===== src/rtl/wb_arb_pkg.sv =====
// ============================================================================
// Module      : wb_arb_pkg
// Description : Shared types, bus widths and round-robin pick function for the
//               Wishbone master arbiter.
// Revision    : 1.0 - initial release
// ============================================================================
`default_nettype none

package wb_arb_pkg;

   localparam int WB_AW       = 32;
   localparam int WB_DW       = 32;
   localparam int WB_SW       = 4;
   localparam int MAX_MASTERS = 8;

   typedef enum logic [1:0] {
      IDLE  = 2'd0,
      BUSY  = 2'd1,
      ABORT = 2'd2
   } arb_state_t;

   // Unused upper request bits must be zero; then a modulo-8 scan from ptr
   // selects the same master as a modulo-NUM_MASTERS scan would.
   function automatic logic [MAX_MASTERS-1:0] rr_pick(
      input logic [MAX_MASTERS-1:0] req,
      input logic [2:0]             ptr
   );
      logic [MAX_MASTERS-1:0] g;
      logic [2:0]             idx;
      logic                   found;
      g     = '0;
      found = 1'b0;
      for (int i = 0; i < MAX_MASTERS; i++) begin
         idx = ptr + 3'(i);
         if (!found && req[idx]) begin
            g[idx] = 1'b1;
            found  = 1'b1;
         end
      end
      return g;
   endfunction

endpackage

`default_nettype wire


===== src/rtl/wb_arb_watchdog.sv =====
// ============================================================================
// Module      : wb_arb_watchdog
// Description : Counts unanswered strobe cycles and flags expiry one cycle
//               before the abort state is entered.
// Revision    : 1.0 - initial release
// ============================================================================
`default_nettype none

module wb_arb_watchdog #(
   parameter int TIMEOUT_CYCLES = 1024
) (
   input  logic clk,
   input  logic rst,
   input  logic clr,
   input  logic en,
   output logic expire
);

   generate
      if (TIMEOUT_CYCLES > 0) begin : g_wdt
         localparam int CW = $clog2(TIMEOUT_CYCLES) + 1;
         logic [CW-1:0] r_cnt;

         always_ff @(posedge clk) begin
            if (rst || clr) begin
               r_cnt <= '0;
            end else if (en) begin
               r_cnt <= r_cnt + 1'b1;
            end
         end

         // A response in the expiring cycle arrives through clr and wins.
         assign expire = en && !clr && (r_cnt == CW'(TIMEOUT_CYCLES - 1));
      end else begin : g_no_wdt
         logic w_unused_ok;
         assign w_unused_ok = &{1'b0, clk, rst, clr, en};
         assign expire      = 1'b0;
      end
   endgenerate

endmodule

`default_nettype wire


===== src/rtl/wb_master_arbiter.sv =====
// ============================================================================
// Module      : wb_master_arbiter
// Description : Round-robin arbiter sharing one Wishbone master port between
//               NUM_MASTERS requesters, with a watchdog that aborts dead slaves.
// Revision    : 1.0 - initial release
// ============================================================================
`default_nettype none

module wb_master_arbiter
   import wb_arb_pkg::*;
#(
   parameter int NUM_MASTERS    = 2,
   parameter int TIMEOUT_CYCLES = 1024
) (
   input  logic                         wb_clk_i,
   input  logic                         wb_rst_i,
   input  logic [NUM_MASTERS*WB_AW-1:0] wbm_adr_i,
   input  logic [NUM_MASTERS*WB_DW-1:0] wbm_dat_i,
   input  logic [NUM_MASTERS*WB_SW-1:0] wbm_sel_i,
   input  logic [NUM_MASTERS-1:0]       wbm_we_i,
   input  logic [NUM_MASTERS-1:0]       wbm_cyc_i,
   input  logic [NUM_MASTERS-1:0]       wbm_stb_i,
   output logic [NUM_MASTERS*WB_DW-1:0] wbm_dat_o,
   output logic [NUM_MASTERS-1:0]       wbm_ack_o,
   output logic [NUM_MASTERS-1:0]       wbm_err_o,
   output logic [NUM_MASTERS-1:0]       wbm_rty_o,
   output logic [WB_AW-1:0]             wbs_adr_o,
   output logic [WB_DW-1:0]             wbs_dat_o,
   output logic [WB_SW-1:0]             wbs_sel_o,
   output logic                         wbs_we_o,
   output logic                         wbs_cyc_o,
   output logic                         wbs_stb_o,
   input  logic [WB_DW-1:0]             wbs_dat_i,
   input  logic                         wbs_ack_i,
   input  logic                         wbs_err_i,
   input  logic                         wbs_rty_i,
   output logic [NUM_MASTERS-1:0]       grant_o,
   output logic                         timeout_o
);

   arb_state_t             r_state, w_state_nxt;
   logic [NUM_MASTERS-1:0] r_grant, w_grant_nxt;
   logic [2:0]             r_gidx, w_gidx_nxt;
   logic [2:0]             r_ptr, w_ptr_nxt;
   logic [2:0]             w_pick_idx, w_ptr_rel;
   logic [MAX_MASTERS-1:0] w_req, w_pick;
   logic [WB_AW-1:0]       w_adr_g;
   logic [WB_DW-1:0]       w_dat_g;
   logic [WB_SW-1:0]       w_sel_g;
   logic                   w_we_g, w_cyc_g, w_stb_g;
   logic                   w_busy, w_resp, w_expire;

   // Granted master's request signals and the round-robin candidate.
   always_comb begin
      w_adr_g    = '0;
      w_dat_g    = '0;
      w_sel_g    = '0;
      w_we_g     = 1'b0;
      w_cyc_g    = 1'b0;
      w_stb_g    = 1'b0;
      w_req      = '0;
      w_req[NUM_MASTERS-1:0] = wbm_cyc_i;
      w_pick     = rr_pick(w_req, r_ptr);
      w_pick_idx = 3'd0;
      for (int i = 0; i < MAX_MASTERS; i++) begin
         if (w_pick[i]) w_pick_idx = 3'(i);
      end
      for (int i = 0; i < NUM_MASTERS; i++) begin
         if (r_gidx == 3'(i)) begin
            w_adr_g = wbm_adr_i[WB_AW*i +: WB_AW];
            w_dat_g = wbm_dat_i[WB_DW*i +: WB_DW];
            w_sel_g = wbm_sel_i[WB_SW*i +: WB_SW];
            w_we_g  = wbm_we_i[i];
            w_cyc_g = wbm_cyc_i[i];
            w_stb_g = wbm_stb_i[i];
         end
      end
   end

   assign w_busy    = (r_state == BUSY);
   assign w_resp    = wbs_ack_i | wbs_err_i | wbs_rty_i;
   assign w_ptr_rel = (r_gidx == 3'(NUM_MASTERS - 1)) ? 3'd0 : r_gidx + 3'd1;

   wb_arb_watchdog #(
      .TIMEOUT_CYCLES (TIMEOUT_CYCLES)
   ) u_watchdog (
      .clk    (wb_clk_i),
      .rst    (wb_rst_i),
      .clr    (!w_busy || !w_stb_g || w_resp),
      .en     (w_busy),
      .expire (w_expire)
   );

   always_ff @(posedge wb_clk_i) begin
      if (wb_rst_i) begin
         r_state <= IDLE;
         r_grant <= '0;
         r_gidx  <= 3'd0;
         r_ptr   <= 3'd0;
      end else begin
         r_state <= w_state_nxt;
         r_grant <= w_grant_nxt;
         r_gidx  <= w_gidx_nxt;
         r_ptr   <= w_ptr_nxt;
      end
   end

   always_comb begin
      w_state_nxt = r_state;
      w_grant_nxt = r_grant;
      w_gidx_nxt  = r_gidx;
      w_ptr_nxt   = r_ptr;
      case (r_state)
         IDLE: begin
            if (|wbm_cyc_i) begin
               w_state_nxt = BUSY;
               w_grant_nxt = w_pick[NUM_MASTERS-1:0];
               w_gidx_nxt  = w_pick_idx;
            end
         end
         BUSY, ABORT: begin
            if (!w_cyc_g) begin
               w_state_nxt = IDLE;
               w_grant_nxt = '0;
               w_ptr_nxt   = w_ptr_rel;
            end else if (r_state == ABORT) begin
               w_state_nxt = BUSY;
            end else if (w_expire) begin
               w_state_nxt = ABORT;
            end
         end
         default: begin
            w_state_nxt = IDLE;
            w_grant_nxt = '0;
         end
      endcase
   end

   // Slave-side copies exist only in BUSY; ABORT deliberately drops cyc/stb.
   always_comb begin
      wbs_adr_o = '0;
      wbs_dat_o = '0;
      wbs_sel_o = '0;
      wbs_we_o  = 1'b0;
      wbs_cyc_o = 1'b0;
      wbs_stb_o = 1'b0;
      wbm_dat_o = '0;
      wbm_ack_o = '0;
      wbm_err_o = '0;
      wbm_rty_o = '0;
      if (w_busy) begin
         wbs_adr_o = w_adr_g;
         wbs_dat_o = w_dat_g;
         wbs_sel_o = w_sel_g;
         wbs_we_o  = w_we_g;
         wbs_cyc_o = w_cyc_g;
         wbs_stb_o = w_stb_g;
      end
      for (int i = 0; i < NUM_MASTERS; i++) begin
         if (r_gidx == 3'(i)) begin
            if (w_busy) begin
               wbm_dat_o[WB_DW*i +: WB_DW] = wbs_dat_i;
               wbm_ack_o[i] = wbs_ack_i;
               wbm_err_o[i] = wbs_err_i;
               wbm_rty_o[i] = wbs_rty_i;
            end else if (r_state == ABORT) begin
               wbm_err_o[i] = 1'b1;
            end
         end
      end
   end

   assign grant_o   = r_grant;
   assign timeout_o = (r_state == ABORT);

endmodule

`default_nettype wire


===== config.mk =====
export PLATFORM = sky130hd
export DESIGN_NAME = wb_master_arbiter
export DESIGN_NICKNAME = d
export VERILOG_FILES = /design/src/rtl/wb_arb_pkg.sv /design/src/rtl/wb_arb_watchdog.sv /design/src/rtl/wb_master_arbiter.sv
export SDC_FILE = /design/constraint.sdc
export NUM_CORES = 1
export LEC_CHECK = 0
export BUFFER_PORTS_ARGS = -buffer_cell sky130_fd_sc_hd__buf_2
export CAP_MARGIN = 0
export CELL_PAD_IN_SITES_DETAIL_PLACEMENT = 0
export CELL_PAD_IN_SITES_GLOBAL_PLACEMENT = 1
export CORE_ASPECT_RATIO = 0.5
export CORE_MARGIN = 2
export CORE_UTILIZATION = 22
export DETAILED_ROUTE_END_ITERATION = 7
export PLACE_DENSITY_LB_ADDON = 0.1
export SLEW_MARGIN = 10
export SYNTH_ARGS = -nofsm -noshare
export SYNTH_HDL_FRONTEND = slang
export SYNTH_SLANG_ARGS = --single-unit

===== constraint.sdc =====
create_clock -name wb_clk_i -period 2.7 [get_ports wb_clk_i]
set_clock_uncertainty 0.15 [all_clocks]
set_input_delay 0.135 -clock wb_clk_i [delete_from_list [all_inputs] [get_ports wb_clk_i]]
set_output_delay 0.135 -clock wb_clk_i [all_outputs]
set_load 0.01 [all_outputs]

==> impl_results.md <==
* Run status: completed
* IO Pins at 323
* Met2 Use GR at 0.336
* Crit-path slowest cell: a31oi_1
* Quantity of I/O buffers inserted on ports at 322
* Final critical path time including I/O delays and setup at 2300 ps
* Setup violators final at 0
* Power per cell area at 827 nW/µm²
* H-tree level count at 1
* Crit path largest cell delay at 360 ps
* Leak at 0.00266 µW
* First-pass DRT Iterations at 4
* Cts bufs inserted at 3
* Initial DRC Count at 276
* Number of cells upsized or downsized after cts at 0
* Clock sinks at 21
* Worst path buffer plus inverter count at 1
* Worst slew pin tran at 573 ps
* Final Max Slew Viols at 0
* Number of enable-type register cells in the synthesized netlist at 0
* Met1 usage at 0.261
* Number of distinct library cell variants in the gate-level netlist after synthesis at 55
* CP max FO at 7
* Mean Syn Cell Area at 6.50 µm²
* Final worst-path setup slack at 395 ps
* Count of vias placed by the detailed router at 4458
* Total Negative Setup Slacks at 0 ps
* Cells after Synth at 486
* Grt met3 use at 0.0232
* Slew Limit Headroom at 0.618
* Data arrival at the endpoint of the critical path at 2310 ps
* Portion of synthesized cell area occupied by the leading cell type at 0.164
* Largest buffer count on any clock path at 2
* Kind of critical path: flop to flop
* Placer Congestion at 0.872
* Share of synthesized area occupied by flip-flops and latches at 0.133
* Max-cap violation count at 0
* Number of diodes added for antenna fixing at 0
* Die ar. at 15400 µm²
* Maximum number of pins on one net before global-route repair at 70
* Post-synth top flop: dfxtp_1
* RSZ-0062 raised after global routing: no
* Worst path top cell family by delay: compound AO/OA/AOI/OAI gates
* Most crowded layer after global routing: met2
* Detailed-route wire length at 16500 µm
* Setup Buffers After CTS at 0
* Height of the chip at 88.7 µm
* Pre-CTS worst setup slack at 430 ps
* Post-layout nets at 970
* Clock input transition at the sequential cells of the worst setup and hold paths at 60 ps
* Vias per cell at 4.59
* TritonCTS clock tree: done
* Power share of the clock group at 0.079
* Commonest cells after routing, fill and taps aside: buf_2 (322), nor2_1 (91), nor2b_1 (73)
* Series of cell instances along the critical path: inv_1, ha_1, nand2b_1, a31oi_1, o41ai_1, a211oi_2, nand4_1, a31o_1
* Total global-route track usage at 0.191
* Nature of the critical path startpoint: flop
* Maximum VDD drop at 0.000533 V
* Switching part of the total at 0.548
* GR Overflow Total at 0
* Clock latency at the later pin of the worst-skew pair at 250 ps
* Power spent charging and discharging nets at 2280 µW
* Netlist area before placement at 3160 µm²
* Hold-fix buffer count after cts at 0
* Power Total at 4160 µW
* FP Rows at 30
* Fraction of power consumed by sequential logic at 0.104
* Total count of hold-check failures in the final report at 0
* First-pass GRT wire length at 23500 µm
* Fraction of power consumed by combinational cells at 0.817
* Most area-hungry cell type in the Yosys netlist: a22oi_1
* Internal portion of total power at 1880 µW
* Detailed Place HPWL at 13100 µm
* Most frequent standard cell in the layout excluding fill and tap cells: buf_2
* CTS Root Cell: clkbuf_16
* Placeable core region at 13800 µm²
* Area added between synthesis and finish at 59.4%
* Number of global-route vias before repair at 4002
* Initial antenna violation count at 2
* Fraction of the cycle the final worst path needs at 0.854
* DRC violations left at 0
* Average wire per cell in the routed design at 17.0 µm
* Main area contributors after synthesis: a22oi_1 (16%), nor2b_1 (14%), dfxtp_1 (13%)
* Required time reported for the critical path endpoint at 2700 ps
* Max Clock Freq at 434 MHz
* Flip-flop and latch count after synthesis at 21
* Crit. End Element: flop
* Width of the die at 173 µm
* Ys async rst share at 0
* Layout cell share with drive strength beyond 1 at 0.456
* Type of the tightest min-delay check: input port to flop
* Yosys warning total at 0
* Net Count, Synth at 676
* Initial cell density of the core at 0.229
* Number of nets with antenna violations after detailed routing at 0
-- cell families (layout without fill, tap and decap cells) --
| family | Yosys count | count (layout) | synth area share |
|---|---|---|---|
| AO/OA/AOI/OAI | 121 | 121 | 0.283 |
| XOR/XNOR | 9 | 9 | 0.0250 |
| adder cells (fa/ha/maj) | 11 | 11 | 0.0436 |
| buffers and inverters | 53 | 346 | 0.0690 |
| flip-flops | 21 | 21 | 0.133 |
| multiplexers | 8 | 8 | 0.0273 |
| AND/OR/NAND/NOR | 263 | 263 | 0.419 |
-- power by group through the flow --
stage	Combinational, µW	Clock (µW)	Sequential [µW]
detailed placement	3410	0	439
global placement	3420	0	438
CTS	3420	332	433
floorplan	2250	0	417
global route	3720	349	443
finish	3400	328	432
-- worst paths after layout --
check	from	endpoint	slack, ps	cells after the start
setup / recovery	r_ptr[0]	r_gidx[0]	400	8
hold / removal	wb_rst_i	r_ptr[1]	100	2
setup reg to reg	r_ptr[0]	r_gidx[0]	400	8
hold reg to reg	u_watchdog.g_wdt.r_cnt[10]	u_watchdog.g_wdt.r_cnt[10]	340	2
-- synthesized netlist by cell type (all sizes together) (2+ instances only) --
cell,count
nand3b,3
nor2,92
a31oi,3
nand2b,3
nor2b,73
nor3,5
nand3,8
o22ai,2
xor2,6
o311ai,2
a311oi,5
mux2,2
ha,11
buf,10
a221oi,2
a211oi,7
nand2,53
a21oi,8
and3,2
nand4,4
xnor2,3
or2,3
mux2i,6
o21a,2
dfxtp,21
and2,5
a22oi,69
inv,9
o21ai,12
or3,7
clkbuf,34
-- flip-flops by register name, indices dropped and copies added, names as in the netlist --
signal and cells:
grant_o 2, r_gidx 3, r_ptr 3, r_state 2, u_watchdog.g_wdt.r_cnt 11
-- worst register-to-register path, stage by stage (launching register included) --
cell	delay, ps
dfxtp_1	320
inv_1	130
ha_1	260
nand2b_1	180
a31oi_1	360
o41ai_1	130
a211oi_2	310
nand4_1	140
a31o_1	220
-- layout make-up --
| class | instances | area (µm²) |
|---|---|---|
| fillers | 1558 | 8740 |
| multi-input cells | 412 | 2540 |
| inverters | 9 | 33.8 |
| well taps | 192 | 240 |
| clock inverters | 1 | 5.00 |
| clock buffers | 3 | 75.1 |
| repair buffers | 333 | 1720 |
| flip-flops and latches | 21 | 420 |
-- through the flow --
stage | instances | hold slack [ps] | util | instance area [µm²]
finish | 971 | 96.2 | 0.365 | 5030
global route | 971 | 105 | 0.365 | 5030
CTS | 971 | 95.3 | 0.365 | 5030
detailed placement | 967 | 324 | 0.359 | 4950
global placement | 967 | 318 | 0.359 | 4950
floorplan | 486 | 154 | - | 3160
-- per-layer routing --
layer,vias to the layer above,wire (µm)
met3,10,618
met5,-,28
li1,2293,-
met2,107,8160
met4,4,89
met1,2044,7590
Note: power is estimated with default switching activity, not from simulation.
